## src/rtl/ps2_host_tx.sv

```systemverilog
// Host-to-device PS/2 command transmitter: bus request, odd-parity frame on device clocks, ACK check.
// Define PS2_TX_CLK_FILTER_EN to add a glitch filter on the synchronized PS/2 clock.
module ps2_host_tx #(
    parameter int INHIBIT_CLKS   = 5000,
    parameter int INHIBIT_BITS   = 13,
    parameter int REQ_SETUP_CLKS = 16,
    parameter int TIMEOUT_CLKS   = 750000,
    parameter int TIMEOUT_BITS   = 20,
    parameter int FILTER_CLKS    = 8
) (
    input  logic       sys_clk_0,
    input  logic       reset,
    input  logic [7:0] tx_data,
    input  logic       tx_valid,
    output logic       tx_ready,
    output logic       tx_busy,
    output logic       tx_done,
    output logic       tx_ack_err,
    output logic       tx_timeout,
    output logic       rx_inhibit,
    input  logic       ps2_clk_in,
    input  logic       ps2_data_in,
    output logic       ps2_clk_oe,
    output logic       ps2_data_oe
);

    if (FILTER_CLKS < 1) begin : g_filter_check
        $error("FILTER_CLKS must be at least 1");
    end

    typedef enum logic [2:0] {
        S_IDLE,
        S_INHIBIT,
        S_REQ,
        S_SHIFT,
        S_ACKWAIT,
        S_RELEASE
    } state_t;

    state_t                  state;
    logic                    clk_meta;
    logic                    clk_sync;
    logic                    data_meta;
    logic                    data_sync;
    logic                    clk_filt;
    logic                    clk_filt_d;
    logic                    clk_fall;
    logic [7:0]              shift_data;
    logic                    parity;
    logic [3:0]              edge_cnt;
    logic [INHIBIT_BITS-1:0] phase_cnt;
    logic [TIMEOUT_BITS-1:0] wd_cnt;
    logic                    ack_err_flag;
    logic                    wd_active;
    logic                    wd_expired;

    always_ff @(posedge sys_clk_0 or negedge reset) begin
        if (!reset) begin
            clk_meta  <= 1'b1;
            clk_sync  <= 1'b1;
            data_meta <= 1'b1;
            data_sync <= 1'b1;
        end else begin
            clk_meta  <= ps2_clk_in;
            clk_sync  <= clk_meta;
            data_meta <= ps2_data_in;
            data_sync <= data_meta;
        end
    end

`ifdef PS2_TX_CLK_FILTER_EN
    localparam int FILT_W = $clog2(FILTER_CLKS + 1);
    logic [FILT_W-1:0] filt_cnt;

    // Output follows the input only after it has disagreed for a full run of samples.
    always_ff @(posedge sys_clk_0 or negedge reset) begin
        if (!reset) begin
            clk_filt <= 1'b1;
            filt_cnt <= '0;
        end else if (clk_sync == clk_filt) begin
            filt_cnt <= '0;
        end else if (filt_cnt == FILT_W'(FILTER_CLKS)) begin
            clk_filt <= clk_sync;
            filt_cnt <= '0;
        end else begin
            filt_cnt <= filt_cnt + 1'b1;
        end
    end
`else
    always_ff @(posedge sys_clk_0 or negedge reset) begin
        if (!reset) begin
            clk_filt <= 1'b1;
        end else begin
            clk_filt <= clk_sync;
        end
    end
`endif

    always_ff @(posedge sys_clk_0 or negedge reset) begin
        if (!reset) begin
            clk_filt_d <= 1'b1;
        end else begin
            clk_filt_d <= clk_filt;
        end
    end

    assign clk_fall   = clk_filt_d & ~clk_filt;
    assign wd_active  = (state == S_SHIFT) || (state == S_ACKWAIT) || (state == S_RELEASE);
    assign wd_expired = wd_active && !clk_fall &&
                        (wd_cnt == TIMEOUT_BITS'(TIMEOUT_CLKS - 1));
    assign rx_inhibit = tx_busy;

    // tx_ready/tx_busy lag the state by one cycle on completion so the done/timeout pulse
    // is still seen as part of the busy window.
    always_ff @(posedge sys_clk_0 or negedge reset) begin
        if (!reset) begin
            state        <= S_IDLE;
            tx_ready     <= 1'b1;
            tx_busy      <= 1'b0;
            tx_done      <= 1'b0;
            tx_ack_err   <= 1'b0;
            tx_timeout   <= 1'b0;
            ps2_clk_oe   <= 1'b0;
            ps2_data_oe  <= 1'b0;
            shift_data   <= '0;
            parity       <= 1'b0;
            edge_cnt     <= '0;
            phase_cnt    <= '0;
            wd_cnt       <= '0;
            ack_err_flag <= 1'b0;
        end else begin
            tx_done    <= 1'b0;
            tx_ack_err <= 1'b0;
            tx_timeout <= 1'b0;

            if (wd_active) begin
                wd_cnt <= clk_fall ? '0 : wd_cnt + 1'b1;
            end

            if (wd_expired) begin
                state       <= S_IDLE;
                ps2_clk_oe  <= 1'b0;
                ps2_data_oe <= 1'b0;
                tx_timeout  <= 1'b1;
                wd_cnt      <= '0;
            end else begin
                case (state)
                    S_IDLE: begin
                        if (!tx_ready) begin
                            tx_ready <= 1'b1;
                            tx_busy  <= 1'b0;
                        end else if (tx_valid) begin
                            shift_data   <= tx_data;
                            parity       <= ~^tx_data;
                            edge_cnt     <= '0;
                            phase_cnt    <= '0;
                            ack_err_flag <= 1'b0;
                            tx_ready     <= 1'b0;
                            tx_busy      <= 1'b1;
                            ps2_clk_oe   <= 1'b1;
                            ps2_data_oe  <= 1'b0;
                            state        <= S_INHIBIT;
                        end
                    end
                    S_INHIBIT: begin
                        if (phase_cnt == INHIBIT_BITS'(INHIBIT_CLKS - 1)) begin
                            phase_cnt   <= '0;
                            ps2_data_oe <= 1'b1;
                            state       <= S_REQ;
                        end else begin
                            phase_cnt <= phase_cnt + 1'b1;
                        end
                    end
                    S_REQ: begin
                        if (phase_cnt == INHIBIT_BITS'(REQ_SETUP_CLKS - 1)) begin
                            phase_cnt  <= '0;
                            ps2_clk_oe <= 1'b0;
                            wd_cnt     <= '0;
                            state      <= S_SHIFT;
                        end else begin
                            phase_cnt <= phase_cnt + 1'b1;
                        end
                    end
                    S_SHIFT: begin
                        // Start bit is already on the line; each falling edge presents the next bit.
                        if (clk_fall) begin
                            edge_cnt <= edge_cnt + 1'b1;
                            if (edge_cnt < 4'd8) begin
                                ps2_data_oe <= ~shift_data[edge_cnt[2:0]];
                            end else if (edge_cnt == 4'd8) begin
                                ps2_data_oe <= ~parity;
                            end else begin
                                ps2_data_oe <= 1'b0;
                                state       <= S_ACKWAIT;
                            end
                        end
                    end
                    S_ACKWAIT: begin
                        if (clk_fall) begin
                            edge_cnt     <= edge_cnt + 1'b1;
                            ack_err_flag <= data_sync;
                            state        <= S_RELEASE;
                        end
                    end
                    S_RELEASE: begin
                        if (clk_sync && data_sync) begin
                            tx_done    <= 1'b1;
                            tx_ack_err <= ack_err_flag;
                            state      <= S_IDLE;
                        end
                    end
                    default: begin
                        ps2_clk_oe  <= 1'b0;
                        ps2_data_oe <= 1'b0;
                        state       <= S_IDLE;
                    end
                endcase
            end
        end
    end

endmodule

```

## config.mk

```make
export PLATFORM = sky130hd
export DESIGN_NAME = ps2_host_tx
export DESIGN_NICKNAME = d
export VERILOG_FILES = /design/src/rtl/ps2_host_tx.sv
export SDC_FILE = /design/constraint.sdc
export NUM_CORES = 1
export LEC_CHECK = 0
export ABC_AREA = 1
export CAP_MARGIN = 20
export CORE_MARGIN = 1.5
export CORE_UTILIZATION = 42
export DETAILED_ROUTE_END_ITERATION = 8
export DONT_BUFFER_PORTS = 1
export PLACE_DENSITY_LB_ADDON = 0.05
export SYNTH_ARGS = -nofsm -noshare
export SYNTH_HDL_FRONTEND = slang
export SYNTH_SLANG_ARGS = --single-unit
```

## constraint.sdc

```tcl
create_clock -name sys_clk_0 -period 4.5 [get_ports sys_clk_0]
set_input_delay 0.9 -clock sys_clk_0 [delete_from_list [all_inputs] [get_ports sys_clk_0]]
set_output_delay 0.9 -clock sys_clk_0 [all_outputs]
set_load 0.01 [all_outputs]
```

==> results_dict.tcl, run 1 <==
set metrics [dict create \
    crit_fanout 4 \
    wl_um 7650 \
    yosys.area.top_type "dfrtp_1" \
    final_hold_viol_count 0 \
    vias_per_cell 4.86 \
    die_area_mm2 0.00895 \
    power_frac_clock 0.269 \
    grt_pass1_vias 2841 \
    p_seq_frac 0.369 \
    setup_tns_ns 0 \
    crit_path_start_kind "flip-flop" \
    p_int_mw 1.30 \
    synth_edf_count 0 \
    seq_area_frac_synth 0.450 \
    num_vias 2846 \
    avgSynthCellArea_um2 7.49 \
    grt_pass1_wl_um 13300 \
    required_ns 3.60 \
    post-place-ws_ns 2.63 \
    clockBufferDepth 2 \
    fin_worst_skew_ns 0.0114 \
    drc 0 \
    clock_latency_ns 0.35 \
    yosysWarnings 0 \
    routabilityCongestion 0.805 \
    hold_path_class "input pin to async pin" \
    max_clock_freq_ghz 0.545 \
    cts_made_buffers 9 \
    die_y_um 94.6 \
    leakagePower_nw 1.87 \
    postCtsSetupBuffers 0 \
    post-route-period-util 0.408 \
    root_buffer "clkbuf_8" \
    ys_ff_latch 63 \
    rsz0062_at_grt "no" \
    syn_nets 488 \
    comb_power_share 0.362 \
    area_growth_pct 9.12 \
    cts_tree "built" \
    htree_num_levels 3 \
    synthCells 471 \
    synth.top_cell.area_share 0.397 \
    synth.distinct_cells 40 \
    die_w_um 94.6 \
    max_cap_violations 0 \
    cts.sinks 63 \
    gr-total-overflow 0 \
    place_inst 570 \
    start_util 0.431 \
    antenna_found_initial 0 \
    drive_gt1_frac 0.114 \
    syn_area_mm2 0.00353 \
    async_flop_share 1.00 \
    slew_violations 0 \
    grt_max_degree 64 \
    detail-route-antenna-nets 0 \
    dp_hpwl_um 5500 \
    slew_headroom 0.670 \
    cts_resized 0 \
    critical_path_class "flip-flop to output pin" \
    io_buffers 0 \
    holdWs_ns 0.241 \
    period_needed_ns 1.83 \
    cp.arrival_ns 0.93 \
    routedWlPerCell_um 13.0 \
    io_pins 21 \
    setup_ws_ns 2.67 \
    core_area_mm2 0.00818 \
    holdBufCountCts 0 \
    finalNetCount 493 \
    switching_share 0.401 \
    n_antenna_cell 0 \
    drtIter0Drc 140 \
    switching_power_mw 0.869 \
    fill_cells 846 \
    dr.pass1.iters 4 \
    crit_path_end_kind "output pin" \
    irDropWorstVdd_mv 0.323 \
    rows 33 \
    worst_pin_slew_ns 0.490 \
    synth_ff_type "dfrtp_1" \
    fin_cells 586 \
    grt_use_total 0.191 \
    p_per_area_mw_per_mm2 564 \
    status "finished clean" \
    setup_viol 0 \
    synth_area_leaders "dfrtp_1 40%, nand2_1 14%, nor2_1 7.0%, inv_1 5.3%, dfstp_2 5.2%" \
    path_clk_slew_ns 0.08 \
]
[stage by stage]
| step | utilization | cell area [µm²] | power (mW) |
|---|---|---|---|
| global route | 0.471 | 3850 | 2.35 |
| global placement | 0.442 | 3610 | 1.60 |
| detailed placement | 0.442 | 3610 | 1.59 |
| floorplan | - | 3530 | 1.44 |
| finish | 0.471 | 3850 | 2.17 |
| CTS | 0.471 | 3850 | 2.19 |
[kinds of logic (layout without fill, tap and decap cells)]
family | after synthesis | count (layout) | synth area share
AO/OA/AOI/OAI | 53 | 53 | 0.0845
adder cells (fa/ha/maj) | 4 | 4 | 0.0142
buffers and inverters | 67 | 77 | 0.0788
XOR/XNOR | 11 | 11 | 0.0273
AND/OR/NAND/NOR | 273 | 273 | 0.346
flip-flops | 63 | 63 | 0.450
[metal layers]
layer  share of wire  up-vias  wire (µm)  track usage
li1                -     1508          -            -
met1            0.50     1273       3810        0.256
met2            0.44       50       3360        0.298
met3           0.036       15        273       0.0314
met4           0.027        0        203       0.0958
met5               0        -          0            0
[layout by cell type (no fill, tap or decap), drive strengths merged]
cell type	Yosys	final
dfstp	7	7
nand3	34	34
clkbuf	1	13
clkinv	0	1
o31ai	1	1
nand3b	2	2
nor2	74	74
o21bai	2	2
nand2	134	134
a22oi	2	2
a31oi	1	1
nor4	2	2
nor3b	2	2
ha	4	4
xor2	5	5
a21oi	25	25
dfrtp	56	56
and3	3	3
a21o	1	1
nor3	17	17
xnor2	6	6
o21ai	20	20
nand4	5	5
inv	61	61
bufinv	0	2
o22ai	1	1
[final cells by class]
cell class	count	area (µm²)	area share
Clock inverter	3	65.1	0.0169
Inverter	61	234	0.0608
Clock buffer	13	169	0.0439
Tap cell	105	131	0.0341
Sequential cell	63	1590	0.412
Multi-Input combinational cell	341	1660	0.432
[cell usage after synthesis (2+ instances only)]
cell type    n
xnor2_1      6
nand2_2      4
a21oi_1     24
o21ai_0     15
and3_1       3
dfrtp_1     56
nand4_1      5
inv_2       10
o21bai_1     2
nor4_1       2
buf_6        2
dfstp_2      7
nand3_1     30
o21ai_1      4
nor2_2       7
a22oi_1      2
inv_1       50
nor3_1      15
buf_2        2
nor3_2       2
ha_1         4
nand2_1    130
nor2_1      66
nand3_2      3
xor2_1       5
[power by group through the flow]
stage / Combinational [mW] / Clock (mW) / Sequential, mW
after floorplan: 0.667 / 0 / 0.772
after CTS: 0.789 / 0.600 / 0.802
after detailed placement: 0.783 / 0 / 0.811
after global routing: 0.912 / 0.623 / 0.818
final: 0.786 / 0.585 / 0.800
after global placement: 0.786 / 0 / 0.811
[sequential cells by signal (all words and copies together), names as in the netlist]
name,cells
edge_cnt,4
parity,1
tx_ready,1
data_sync,1
ack_err_flag,1
wd_cnt,20
shift_data,8
tx_ack_err,1
clk_filt,1
data_meta,1
rx_inhibit,1
phase_cnt,13
ps2_clk_oe,1
clk_sync,1
tx_timeout,1
state,3
tx_done,1
ps2_data_oe,1
clk_meta,1
clk_filt_d,1
[final timing paths]
| check | start | endpoint | slack [ns] | cells after the start |
|---|---|---|---|---|
| max in group asynchronous | reset | clk_meta | 4.07 | 0 |
| worst min-delay path | reset | state[2] | 0.24 | 0 |
| min in group sys_clk_0 | clk_meta | clk_sync | 0.35 | 0 |
| worst max-delay path | tx_ready | tx_ready | 2.67 | 0 |
| worst max register to register | state[2] | wd_cnt[14] | 2.67 | 8 |
| worst min register to register | clk_meta | clk_sync | 0.35 | 0 |
No activity file was read; power rests on OpenSTA's default activity.
==> inputs of run 2 (changes only) <==
clock period = 1.8 ns   (was 4.5 ns; I/O delays follow)
==> results_dict.tcl, run 2 (synthesis results as in run 1) <==
set metrics [dict create \
    hold_path_class "input pin to async pin" \
    num_vias 2956 \
    power_frac_clock 0.230 \
    vias_per_cell 4.93 \
    finalNetCount 506 \
    holdBufCountCts 2 \
    slew_violations 0 \
    crit_path_start_kind "flip-flop" \
    htree_num_levels 3 \
    fill_cells 836 \
    drc 0 \
    rsz0062_at_grt "yes" \
    clock_latency_ns 0.34 \
    period_needed_ns 1.69 \
    status "finished with violations" \
    detail-route-antenna-nets 0 \
    io_buffers 0 \
    cp.arrival_ns 1.96 \
    root_buffer "clkbuf_8" \
    ff2ff_setup_slack_ns 0.11 \
    dr.pass1.iters 6 \
    p_seq_frac 0.375 \
    p_per_area_mw_per_mm2 1350 \
    critPathSlowestCell "dfrtp_1" \
    crit_fanout 10 \
    start_util 0.431 \
    rows 33 \
    setup_viol 0 \
    clockBufferDepth 2 \
    leakagePower_nw 1.92 \
    comb_power_share 0.395 \
    max_cap_violations 0 \
    grt_pass1_vias 2864 \
    die_w_um 94.6 \
    io_pins 21 \
    cts.sinks 63 \
    core_area_mm2 0.00818 \
    critical_path_class "flip-flop to flip-flop" \
    switching_share 0.413 \
    top_register "wd_cnt" \
    register_area_mm2 0.00159 \
    die_area_mm2 0.00895 \
    grt_pass1_wl_um 13000 \
    multi_input_area_mm2 0.00169 \
    cp_slowest_stage_delay_ns 0.45 \
    largest_reg_flops 20 \
    path_cells "inv_2 > nand2_1 > nor2_2 > buf_4 > o21ai_4 > inv_6 > nand3_2 > o31ai_1 > nor2_1" \
    fin_worst_skew_ns 0.0151 \
    mostFrequentLayoutCells "130 x nand2_1, 66 x nor2_1, 53 x dfrtp_1" \
    antenna_found_initial 0 \
    dp_hpwl_um 5510 \
    required_ns 2.07 \
    drive_gt1_frac 0.142 \
    routabilityCongestion 0.814 \
    wl_um 7680 \
    p_total_mw 5.32 \
    drtIter0Drc 187 \
    switching_power_mw 2.20 \
    slew_headroom 0.682 \
    grt_use_total 0.190 \
    holdWs_ns -0.294 \
    layout_commonest_cell "nand2_1" \
    grt_max_degree 64 \
    gr-total-overflow 0 \
    cts_made_buffers 9 \
    path_clk_slew_ns 0.07 \
    die_y_um 94.6 \
    final_hold_viol_count 63 \
    n_antenna_cell 0 \
    area_growth_pct 11.5 \
    cts_tree "built" \
    irDropWorstVdd_mv 0.791 \
    worst_pin_slew_ns 0.473 \
    post-route-period-util 0.939 \
    routedWlPerCell_um 12.8 \
    top_regs "wd_cnt: 20 flops, phase_cnt: 13 flops, shift_data: 8 flops" \
    crit_path_end_kind "flip-flop" \
    p_int_mw 3.12 \
    violations "hold timing" \
    max_clock_freq_ghz 0.592 \
]
## run 2: changes by cell type in the layout (fill, tap and decap cells not counted), moves of 2 or more
cell,before,now
a21oi_2,1,3
dlygate4sd3_1,0,2
buf_4,0,11
clkinv_2,1,3
nand2_4,0,2
nand2_2,4,2
dfrtp_2,0,3
dfrtp_1,56,53
a21oi_1,24,22
clkbuf_8,12,10
## run 2: power groups by stage
stage	Combinational (mW)	Sequential [mW]	Clock (mW)
2_1_floorplan	1.67	1.93	0
3_3_place_gp	2.04	2.01	0
3_5_place_dp	2.06	2.00	0
4_1_cts	2.07	1.98	1.26
5_1_grt	2.39	2.04	1.33
6_report	2.10	1.99	1.22
## run 2: final timing paths
check / startpoint / cells past startpoint / endpoint
worst max-delay path: state[1] / 9 / phase_cnt[10]
worst min-delay path: reset / 0 / wd_cnt[13]
worst max register to register: state[1] / 9 / phase_cnt[10]
worst min register to register: data_meta / 0 / data_sync
max in group asynchronous: reset / 0 / data_meta
min in group sys_clk_0: tx_data[0] / 2 / shift_data[0]
## run 2: area by class of cell
type	count	area share
multi-input cells	341	0.429
clock inverters	4	0.0115
well taps	105	0.0334
flip-flops and latches	63	0.404
clock buffers	12	0.0369
inverters	61	0.0595
repair buffers	13	0.0261
## run 2: metrics by stage
step / utilization / setup TNS [ns] / area, µm² / setup slack (ns) / cells
2_1_floorplan: - / 0 / 3530 / 0.122 / 471
3_3_place_gp: 0.448 / 0 / 3670 / 0.0848 / 577
3_5_place_dp: 0.448 / 0 / 3670 / 0.0440 / 577
4_1_cts: 0.474 / 0 / 3880 / 0.0431 / 595
5_1_grt: 0.481 / -0.0920 / 3930 / -0.0420 / 599
6_report: 0.481 / 0 / 3930 / 0.110 / 599
## run 2: metal layers
metal / vias up / global-route usage / part of all wire
met2: 44 / 0.295 / 0.46
met4: 0 / 0.0734 / 0.014
met1: 1370 / 0.252 / 0.49
met5: - / 0 / 0
li1: 1531 / - / -
met3: 11 / 0.0499 / 0.037
## run 2: repair_timing
action,4_1_cts,5_1_grt
endpoints found under the hold margin,65,63
endpoints found under the setup margin,0,20
resized for setup,0,9
setup buffers,0,4
## run 2: worst max-delay path, delay by kind of cell, from the launching register on
kind,cells,cell delay (ns)
AO/OA/AOI/OAI,2,0.43
buffers and inverters,3,0.34
flip-flops,1,0.45
AND/OR/NAND/NOR,4,0.39
==> inputs of run 3 (changes only) <==
==> constraint.sdc (replaced) <==
create_clock -name sys_clk_0 -period 1.8 [get_ports sys_clk_0]
set_input_delay 0.36 -clock sys_clk_0 [delete_from_list [all_inputs] [get_ports sys_clk_0]]
set_output_delay 0.36 -clock sys_clk_0 [all_outputs]
set_load 0.02 [all_outputs]
==> results_dict.tcl, run 3 (synthesis results as in run 1) <==
set metrics [dict create \
    path_cells "ha_1 > nand2_1 > nor2_4 > inv_2 > nor2_1 > nand3_1 > nand2_2 > nor2_4 > o21ai_1 > nor2_1" \
    top_register "wd_cnt" \
    num_vias 2941 \
    io_pins 21 \
    placed_cell_area_mm2 0.00367 \
    worst_pin_slew_ns 0.506 \
    post-route-period-util 0.933 \
    required_ns 2.04 \
    drive_gt1_frac 0.145 \
    io_buffers 0 \
    final_hold_viol_count 63 \
    die_w_um 94.6 \
    cts.sinks 63 \
    cp_slowest_stage_delay_ns 0.37 \
    drtIter0Drc 153 \
    grt_pass1_wl_um 13100 \
    cp.arrival_ns 1.92 \
    max_cap_violations 0 \
    detail-route-antenna-nets 0 \
    period_needed_ns 1.68 \
    crit_fanout 6 \
    rr_startpoint "phase_cnt[1]" \
    setup_ws_ns 0.121 \
    post-place-ws_ns 0.0603 \
    holdWs_ns -0.296 \
    max_clock_freq_ghz 0.596 \
    crit_path_start_kind "flip-flop" \
    crit_family "simple AND/OR/NAND/NOR gates" \
    htree_num_levels 3 \
    finalInstanceArea_mm2 0.00397 \
    die_y_um 94.6 \
    status "finished with violations" \
    n_antenna_cell 0 \
    setup_viol 0 \
    clockBufferDepth 2 \
    antenna_found_initial 0 \
    largest_reg_flops 20 \
    hold_path_class "input pin to async pin" \
    gr-total-overflow 0 \
    p_per_area_mw_per_mm2 1410 \
    layout_commonest_cell "nand2_1" \
    clock_latency_ns 0.34 \
    ff2ff_setup_slack_ns 0.12 \
    root_buffer "clkbuf_8" \
    fin_worst_skew_ns 0.0112 \
    endpoint "wd_cnt[14]" \
    cp.depth 10 \
    rows 33 \
    grt_max_degree 64 \
    critical_path_class "flip-flop to flip-flop" \
    dr.pass1.iters 4 \
    violations "hold timing" \
    drc 0 \
    leakagePower_nw 1.92 \
    die_area_mm2 0.00895 \
    grt_use_total 0.193 \
    r2r-end "wd_cnt[14]" \
    cp_num_buf_inv 1 \
    wl_um 7790 \
    cts_tree "built" \
    routedWlPerCell_um 13.1 \
    slew_headroom 0.660 \
    cts_made_buffers 9 \
    grt_pass1_vias 2837 \
    routabilityCongestion 0.806 \
    top_regs "wd_cnt: 20 flops, phase_cnt: 13 flops, shift_data: 8 flops" \
    critPathSlowestCell "dfrtp_1" \
    finalNetCount 503 \
    irDropWorstVdd_mv 0.851 \
    slew_violations 0 \
    area_growth_pct 12.5 \
    fill_cells 843 \
    start_util 0.431 \
    crit_path_end_kind "flip-flop" \
    dp_hpwl_um 5490 \
    mostFrequentLayoutCells "126 x nand2_1, 66 x nor2_1, 54 x dfrtp_1" \
    vias_per_cell 4.93 \
    core_area_mm2 0.00818 \
    critPathLaunch "phase_cnt[1]" \
    path_clk_slew_ns 0.08 \
    reg2regPathDepth 10 \
]
run 3: cell count changes in the layout (fill, tap and decap cells not counted), moves of 2 or more:
cell      change
buf_4         -3
clkinv_2      -2
nand2_1       -4
nand2_2       +5
run 3: final cells by class:
class / count / area (µm²) / area share
clock inverter: 3 / 65.1 / 0.0164
tap: 105 / 131 / 0.0331
multi-input combinational: 341 / 1710 / 0.431
sequential: 63 / 1590 / 0.400
inverter: 61 / 234 / 0.0590
clock buffer: 13 / 159 / 0.0401
timing repair buffer: 10 / 80.1 / 0.0202
run 3: stage by stage:
stage          hold slack [ns]  std cells   util  total power, mW  TNS [ns]
2_1_floorplan           0.0644        471      -             3.64         0
3_3_place_gp            0.0666        577  0.448             4.09         0
3_5_place_dp            0.0671        577  0.448             4.11         0
4_1_cts                 -0.306        593  0.476             5.54         0
5_1_grt                 -0.321        596  0.485             6.03    -0.292
6_report                -0.296        596  0.485             5.57         0
run 3: worst min-delay path by stage:
| stage | startpoint | endpoint | slack, ns | cells past startpoint |
|---|---|---|---|---|
| floorplan | reset | ack_err_flag | 0.06 | 0 |
| global placement | reset | phase_cnt[5] | 0.07 | 0 |
| detailed placement | reset | phase_cnt[6] | 0.07 | 0 |
| CTS | reset | wd_cnt[7] | -0.31 | 0 |
| global route | reset | ps2_clk_oe | -0.32 | 0 |
| finish | reset | wd_cnt[13] | -0.30 | 0 |
run 3: timing repair:
item	4_1_cts	5_1_grt
resized for setup	0	14
endpoints found under the setup margin	0	23
endpoints found under the hold margin	63	65
setup buffers	0	1
run 3: where the power goes:
part | switching, mW | internal [mW]
clock | 0.561 | 0.855
combinational | 1.40 | 0.717
sequential | 0.301 | 1.74
total | 2.27 | 3.31
run 3: worst reg2reg max path, delay by kind of cell (launching register included):
family	cells	cell delay, ns
flip-flops	1	0.37
adder cells (fa/ha/maj)	1	0.18
AO/OA/AOI/OAI	1	0.08
AND/OR/NAND/NOR	7	0.91
buffers and inverters	1	0.03
run 3: layer usage:
layer	track usage	routed length (µm)	vias to the layer above
li1	-	-	1533
met1	0.263	3890	1357
met2	0.299	3530	44
met3	0.0459	274	7
met4	0.0647	96	0
met5	0	0	-
